### src/rtl/serial_word_tx.sv
// Parallel-in, serial-out word transmitter driving a chain of load-enabled bit flops (falling-edge clocked).
// Optional build macro PARITY_EN appends one even-parity bit after the data bits.
module serial_word_tx #(
    parameter int WIDTH     = 8,
    parameter bit LSB_FIRST = 1'b1
) (
    input  logic             clk,
    input  logic             rst,
    input  logic             start_i,
    input  logic [WIDTH-1:0] din_i,
    input  logic             stall_i,
    input  logic             abort_i,
    output logic             sout_o,
    output logic             sload_o,
    output logic             busy_o,
    output logic             done_o
);

    localparam int CNT_W = $clog2(WIDTH + 1);

`ifdef PARITY_EN
    typedef enum logic [1:0] {IDLE = 2'd0, SHIFT = 2'd1, DONE = 2'd2, PAR = 2'd3} state_t;
`else
    typedef enum logic [1:0] {IDLE = 2'd0, SHIFT = 2'd1, DONE = 2'd2} state_t;
`endif

    state_t             state_q, state_d;
    logic [WIDTH-1:0]   shreg_q, shreg_d;
    logic [CNT_W-1:0]   cnt_q, cnt_d;
    logic               sout_q, sout_d;
    logic               sload_q, sload_d;
    logic               busy_q, busy_d;
    logic               done_q, done_d;
`ifdef PARITY_EN
    logic               parity_q, parity_d;
`endif

    logic               next_bit;
    logic [WIDTH-1:0]   shifted;
    logic               last_bit;

    assign next_bit = LSB_FIRST ? shreg_q[0] : shreg_q[WIDTH-1];
    assign shifted  = LSB_FIRST ? {1'b0, shreg_q[WIDTH-1:1]} : {shreg_q[WIDTH-2:0], 1'b0};
    assign last_bit = (cnt_q == CNT_W'(WIDTH - 1));

    // NOTE: every signal written here gets a default first so no path leaves it unassigned (no latches).
    always_comb begin
        state_d  = state_q;
        shreg_d  = shreg_q;
        cnt_d    = cnt_q;
        sout_d   = sout_q;
        sload_d  = 1'b0;
        busy_d   = busy_q;
        done_d   = 1'b0;
`ifdef PARITY_EN
        parity_d = parity_q;
`endif

        // abort wins over stall and over the done pulse of a word in flight
        if (abort_i && (state_q != IDLE)) begin
            state_d = IDLE;
            busy_d  = 1'b0;
            cnt_d   = '0;
        end else begin
            case (state_q)
                IDLE: begin
                    if (start_i) begin
                        shreg_d  = din_i;
                        cnt_d    = '0;
                        busy_d   = 1'b1;
                        state_d  = SHIFT;
`ifdef PARITY_EN
                        parity_d = ^din_i;
`endif
                    end
                end
                SHIFT: begin
                    if (!stall_i) begin
                        sout_d  = next_bit;
                        sload_d = 1'b1;
                        shreg_d = shifted;
                        cnt_d   = cnt_q + CNT_W'(1);
                        if (last_bit) begin
`ifdef PARITY_EN
                            state_d = PAR;
`else
                            state_d = DONE;
`endif
                        end
                    end
                end
`ifdef PARITY_EN
                PAR: begin
                    if (!stall_i) begin
                        sout_d  = parity_q;
                        sload_d = 1'b1;
                        state_d = DONE;
                    end
                end
`endif
                DONE: begin
                    done_d  = 1'b1;
                    busy_d  = 1'b0;
                    state_d = IDLE;
                end
                default: state_d = IDLE;
            endcase
        end
    end

    // NOTE: state registers use non-blocking assignments so all flops update together on the edge.
    // NOTE: the data shift register is reset too, since its reset value is architecturally defined.
    always_ff @(negedge clk or posedge rst) begin
        if (rst) begin
            state_q  <= IDLE;
            shreg_q  <= '0;
            cnt_q    <= '0;
            sout_q   <= 1'b0;
            sload_q  <= 1'b0;
            busy_q   <= 1'b0;
            done_q   <= 1'b0;
`ifdef PARITY_EN
            parity_q <= 1'b0;
`endif
        end else begin
            state_q  <= state_d;
            shreg_q  <= shreg_d;
            cnt_q    <= cnt_d;
            sout_q   <= sout_d;
            sload_q  <= sload_d;
            busy_q   <= busy_d;
            done_q   <= done_d;
`ifdef PARITY_EN
            parity_q <= parity_d;
`endif
        end
    end

    assign sout_o  = sout_q;
    assign sload_o = sload_q;
    assign busy_o  = busy_q;
    assign done_o  = done_q;

endmodule

### config.mk
export PLATFORM = sky130hd
export DESIGN_NAME = serial_word_tx
export DESIGN_NICKNAME = d
export VERILOG_FILES = /design/src/rtl/serial_word_tx.sv
export SDC_FILE = /design/constraint.sdc
export NUM_CORES = 1
export LEC_CHECK = 0
export CAP_MARGIN = 5
export CORE_MARGIN = 2
export CORE_UTILIZATION = 52
export DETAILED_ROUTE_END_ITERATION = 6
export PLACE_DENSITY = 0.8
export RECOVER_POWER = 100
export SYNTH_ARGS = -nofsm -noshare
export SYNTH_HDL_FRONTEND = slang
export SYNTH_SLANG_ARGS = --single-unit
export TNS_END_PERCENT = 30
### constraint.sdc
create_clock -name clk -period 3.63 [get_ports clk]
set_input_delay 0.726 -clock clk [delete_from_list [all_inputs] [get_ports clk]]
set_output_delay 0.726 -clock clk [all_outputs]
set_load 0.01 [all_outputs]
==> results.py, run 1 <==
metrics = {
    "clocking": {
        "numCtsBuffers": 3,
        "clk_latency_ns": 0.28,
        "clkSinkCount": 18,
        "cts_tree": "yes",
        "clockRootBuffer": "clkbuf_4",
        "cts_post_setup_buffers_inserted": 0,
        "cts.clk_slew.worst_paths_ns": 0.07,
        "clock_path_buffers": 2,
        "htreeDepth": 1,
    },
    "timing": {
        "hold_slack_ns": 0.420,
        "slew_viol_final": 0,
        "tightest_slew_ns": 0.926,
        "rsz0062_at_grt": "no",
        "skew_ns": 0.00162,
        "setup_violations": 0,
        "slew_headroom_pct": 38.2,
        "hold_viol": 0,
    },
    "critical_path": {
        "cp-end-kind": "register",
        "start_kind": "input pin",
        "cp-startpoint": "abort_i",
        "crit_required_ns": 1.95,
        "rr_startpoint": "state_q[1]$_DFFE_NP0P_",
        "critPathKind": "input pin to register",
        "path_max_fanout": 7,
        "arrival_ns": 1.86,
    },
    "die": {
        "fp.dieW_um": 44.4,
        "coreArea_um2": 1520,
        "start_util_pct": 55.6,
        "dieArea_um2": 1970,
        "ios": 17,
        "rows": 14,
        "die_y_um": 44.4,
    },
    "drt": {
        "dr_total_vias": 662,
        "via_per_inst": 5.56,
        "initialDrtViolationCount": 9,
        "wl_um": 1610,
        "wl_per_cell_um": 13.5,
        "dr.pass1.iters": 2,
        "drc_errors": 0,
        "drtAntennaViolNets": 0,
    },
    "yosys": {
        "synth_fp_nets": 93,
        "synth_area_um2": 847,
        "yosysUniqueCellTypes": 25,
        "synth_cells": 79,
        "synth-seq-cells": 18,
        "synth_area_leaders": "dfrtn_1 (53%), mux2i_1 (8.3%), a21oi_1 (5.3%), nor2_1 (4.9%), o21ai_0 (3.5%)",
        "ys_seq_area_share_pct": 53.2,
        "synth_largest_area_cell": "dfrtn_1",
        "yosysTopAreaCellShare_pct": 53.2,
        "avgSynthCellArea_um2": 10.7,
        "synth-warning-count": 0,
    },
    "power": {
        "irDropWorstVdd_mv": 0.391,
        "clkPwrFrac_pct": 22.7,
        "power.density_nw_per_um2": 479,
        "p_total_w": 0.000534,
        "combPwrFrac_pct": 26.8,
        "leakagePower_nw": 0.501,
        "p_int_w": 0.000380,
        "p_seq_share_pct": 50.5,
        "switchingPower_w": 0.000154,
        "p_sw_share_pct": 28.8,
    },
    "final_layout": {
        "drive_gt1_share_pct": 14.6,
        "n_fill_cell": 114,
        "final_cell_mix": "dfrtn_1 (18), nor2_1 (11), clkdlybuf4s50_1 (10)",
        "fin_util_pct": 73.2,
        "final_common_cell": "dfrtn_1",
        "layout.nets": 118,
        "diodes": 0,
        "syn2layout_area_growth_pct": 31.6,
    },
    "global_route": {
        "overflow": 0,
        "grt_max_degree": 19,
        "grt_pass1_vias": 611,
        "antenna_found_initial": 0,
        "grt_first_pass_wirelength_um": 2580,
        "gr-usage-all-layers_pct": 17.9,
    },
    "run_status": {
        "status": "completed",
    },
    "place": {
        "dp_hpwl_um": 1090,
        "place_congestion": 0.797,
        "buffer_ports.inserted": 16,
    },
    "hold_path": {
        "hp-start": "cnt_q[3]$_DFFE_NP0P_",
        "hold_path_class": "register to register",
    },
    "job": {
        "drv_cap": 0,
    },
}
[layout make-up]
class                      instances  area, µm²  share of cell area (%)
clock buffer                       4       36.3                    3.25
sequential                        18        450                    40.4
tap                               16       20.0                    1.80
timing repair buffer              23        228                    20.4
inverter                           2       7.51                   0.673
multi-input combinational         56        373                    33.4
[worst paths after layout]
path,end,slack (ns),cells after the start
setup / recovery,shreg_q[4]$_DFFE_NP0P_,0.08,5
hold / removal,cnt_q[3]$_DFFE_NP0P_,0.42,1
min in group asynchronous,shreg_q[1]$_DFFE_NP0P_,2.70,3
hold reg to reg,cnt_q[3]$_DFFE_NP0P_,0.42,1
setup reg to reg,cnt_q[0]$_DFFE_NP0P_,1.88,4
max in group asynchronous,state_q[1]$_DFFE_NP0P_,0.35,3
[power groups by stage]
stage / clock [W] / sequential [W] / combinational [W]
global placement: 0 / 0.000270 / 0.000138
finish: 0.000121 / 0.000270 / 0.000143
floorplan: 0 / 0.000270 / 0.0000837
global route: 0.000130 / 0.000274 / 0.000159
detailed placement: 0 / 0.000270 / 0.000143
CTS: 0.000124 / 0.000268 / 0.000138
[synthesized netlist by cell type, drive strengths merged]
cell / count
o21ai: 6
nor3b: 1
or2b: 1
dfrtn: 18
nand2: 4
nand3b: 1
mux2: 2
or3b: 1
o32ai: 1
nor2b: 1
nand4: 1
a21oi: 12
mux2i: 7
inv: 2
buf: 3
ha: 1
nand4bb: 1
nand2b: 1
nand3: 1
nor2: 11
nor3: 3
[per-stage QoR]
stage / worst slack, ns / setup TNS (ns) / cells / area [µm²]
3_5_place_dp: -0.341 / -4.02 / 114 / 1060
3_3_place_gp: -0.301 / -3.58 / 114 / 1060
4_1_cts: 0.00755 / 0 / 118 / 1100
2_1_floorplan: 0.115 / 0 / 79 / 847
5_1_grt: 0.0553 / 0 / 119 / 1110
6_report: 0.0828 / 0 / 119 / 1110
[state kept, by name, summed over array words and instances (netlist names)]
register  cells
done_o        1
sout_o        1
state_q       2
sload_o       1
cnt_q         4
busy_o        1
shreg_q       8
[what timing repair did]
action                     4_1_cts  5_1_grt
cloned                           0        1
pin swaps                        1        2
hold endpoints to repair         0        0
setup endpoints to repair       12        9
gates resized for setup          6        2
hold buffers                     0        0
[worst max-delay path: stages]
cell and delay (ns):
dlygate4sd2_1 0.25, or3b_1 0.41, a21oi_4 0.25, buf_12 0.15, a21oi_1 0.07
[routing by layer]
metal,up-vias,global-route usage [%],part of all wire (%)
li1,329,-,-
met1,322,25.1,47
met2,11,27.9,50
met3,0,2.45,2.7
met4,0,7.27,0
met5,-,0,0
[cells by family after synthesis]
kind of cell             share of synthesized area, %
AO/OA/AOI/OAI                                    13.9
adder cells (fa/ha/maj)                          1.48
buffers and inverters                            3.40
flip-flops                                       53.2
multiplexers                                     10.9
AND/OR/NAND/NOR                                  17.1
No activity file was read; power rests on OpenSTA's default activity.
==> run 2, diff against run 1 <==
- REMOVE_ABC_BUFFERS: default -> 1
- SETUP_SLACK_MARGIN: default -> 0.5
==> results.py, run 2 (synthesis gave the netlist of run 1 again) <==
metrics = {
    "run_status": {
        "status": "completed",
    },
    "clocking": {
        "clockRootBuffer": "clkbuf_4",
        "clkSinkCount": 18,
        "clock_path_buffers": 2,
        "clk_latency_ns": 0.29,
        "numCtsBuffers": 3,
        "cts_tree": "yes",
        "cts.clk_slew.worst_paths_ns": 0.07,
        "htreeDepth": 1,
    },
    "timing": {
        "setup_slack_ns": 0.203,
        "slew_viol_final": 0,
        "rsz0062_at_grt": "yes",
        "tightest_slew_ns": 0.963,
        "skew_ns": 0.00432,
        "slew_headroom_pct": 35.8,
        "setup_violations": 0,
        "hold_viol": 0,
    },
    "final_layout": {
        "final_cells": 122,
        "final_cell_mix": "dfrtn_1 (18), clkbuf_1 (9), clkdlybuf4s50_1 (9)",
        "multi_input_area_um2": 393,
        "top_regs": "shreg_q: 8 flops, cnt_q: 4 flops, state_q: 2 flops",
        "diodes": 0,
        "syn2layout_area_growth_pct": 33.4,
        "fin_util_pct": 74.1,
        "layout.nets": 121,
        "regArea_um2": 450,
        "n_fill_cell": 115,
        "regMostFlops": "shreg_q",
        "final_common_cell": "dfrtn_1",
        "drive_gt1_share_pct": 21.7,
        "largest_register_ffs": 8,
    },
    "power": {
        "p_sw_share_pct": 29.7,
        "switchingPower_w": 0.000165,
        "p_total_w": 0.000556,
        "leakagePower_nw": 0.482,
        "p_int_w": 0.000391,
        "p_seq_share_pct": 48.7,
        "power.density_nw_per_um2": 492,
        "clkPwrFrac_pct": 22.0,
        "irDropWorstVdd_mv": 0.343,
        "combPwrFrac_pct": 29.3,
    },
    "global_route": {
        "grt_pass1_vias": 646,
        "grt_first_pass_wirelength_um": 2790,
        "grt_max_degree": 19,
        "gr-usage-all-layers_pct": 19.7,
        "overflow": 0,
        "antenna_found_initial": 0,
    },
    "drt": {
        "wl_per_cell_um": 13.6,
        "via_per_inst": 5.52,
        "dr_total_vias": 673,
        "drc_errors": 0,
        "initialDrtViolationCount": 6,
        "wl_um": 1660,
        "drtAntennaViolNets": 0,
        "dr.pass1.iters": 4,
    },
    "place": {
        "dp_hpwl_um": 1110,
        "place_ws_ns": -0.315,
        "buffer_ports.inserted": 16,
        "place_congestion": 0.804,
        "dp_cells": 114,
    },
    "die": {
        "dieArea_um2": 1970,
        "start_util_pct": 55.6,
        "rows": 14,
        "fp.dieW_um": 44.4,
        "ios": 17,
        "coreArea_um2": 1520,
        "die_y_um": 44.4,
    },
    "critical_path": {
        "start_kind": "input pin",
        "critPathKind": "input pin to register",
        "path_max_fanout": 7,
        "cp-end-kind": "register",
        "arrival_ns": 1.93,
        "crit_required_ns": 2.14,
    },
    "job": {
        "drv_cap": 0,
    },
    "hold_path": {
        "hold_path_class": "register to register",
    },
}
## run 2: cell count changes in the layout (fill, tap and decap cells not counted), sizes merged
cell	change
clkdlybuf4s15	+1
dlymetal6s2s	-1
dlygate4sd2	-5
clkdlybuf4s50	-1
clkbuf	+5
buf	+4
## run 2: per-stage QoR
stage                     setup TNS, ns  hold WS (ns)  area [µm²]
after floorplan                       0         0.398         826
after global placement            -3.50         0.417        1060
after detailed placement          -3.87         0.426        1060
after CTS                             0         0.428        1160
after global routing                  0         0.438        1130
final                                 0         0.419        1130
## run 2: layout make-up
| class | count | share of cell area (%) |
|---|---|---|
| timing repair buffer | 26 | 19.7 |
| clock buffer | 4 | 3.21 |
| tap | 16 | 1.77 |
| sequential | 18 | 39.9 |
| inverter | 2 | 0.664 |
| multi-input combinational | 56 | 34.8 |
## run 2: repair_timing
| item | CTS | global route |
|---|---|---|
| gates resized for setup | 34 | 8 |
| buffers inserted | 3 | 0 |
| pin swaps | 3 | 2 |
| gates cloned | 1 | 0 |
| endpoints found under the hold margin | 0 | 0 |
| hold buffers | 0 | 0 |
| setup endpoints to repair | 21 | 19 |
## run 2: worst paths after layout
check,start,to,slack [ns],cells past startpoint
setup / recovery,abort_i,shreg_q[4]$_DFFE_NP0P_,0.20,7
hold / removal,cnt_q[3]$_DFFE_NP0P_,cnt_q[3]$_DFFE_NP0P_,0.42,1
setup reg to reg,state_q[0]$_DFFE_NP0P_,sout_o$_DFFE_NP0P_,1.78,3
hold reg to reg,cnt_q[3]$_DFFE_NP0P_,cnt_q[3]$_DFFE_NP0P_,0.42,1
max in group asynchronous,rst,cnt_q[0]$_DFFE_NP0P_,0.30,3
min in group asynchronous,rst,shreg_q[6]$_DFFE_NP0P_,2.72,3
## run 2: per-layer routing
metal	vias up	routed length, µm	global-route usage (%)
li1	337	-	-
met1	320	710	25.7
met2	13	883	33.5
met3	3	43	2.45
met4	0	24	7.27
met5	-	0	0
## run 2: worst max-delay path, stage by stage
cell and delay, ns:
clkbuf_1 0.08, or3b_1 0.42, a21oi_4 0.20, clkbuf_1 0.21
buf_16 0.16, nor2_4 0.04, a21oi_2 0.11
## run 2: power groups by stage
stage	clock (W)	combinational (W)	sequential (W)
after global placement	0	0.000137	0.000269
after CTS	0.000129	0.000164	0.000268
after floorplan	0	0.0000790	0.000270
after detailed placement	0	0.000142	0.000271
after global routing	0.000135	0.000180	0.000277
final	0.000122	0.000163	0.000271
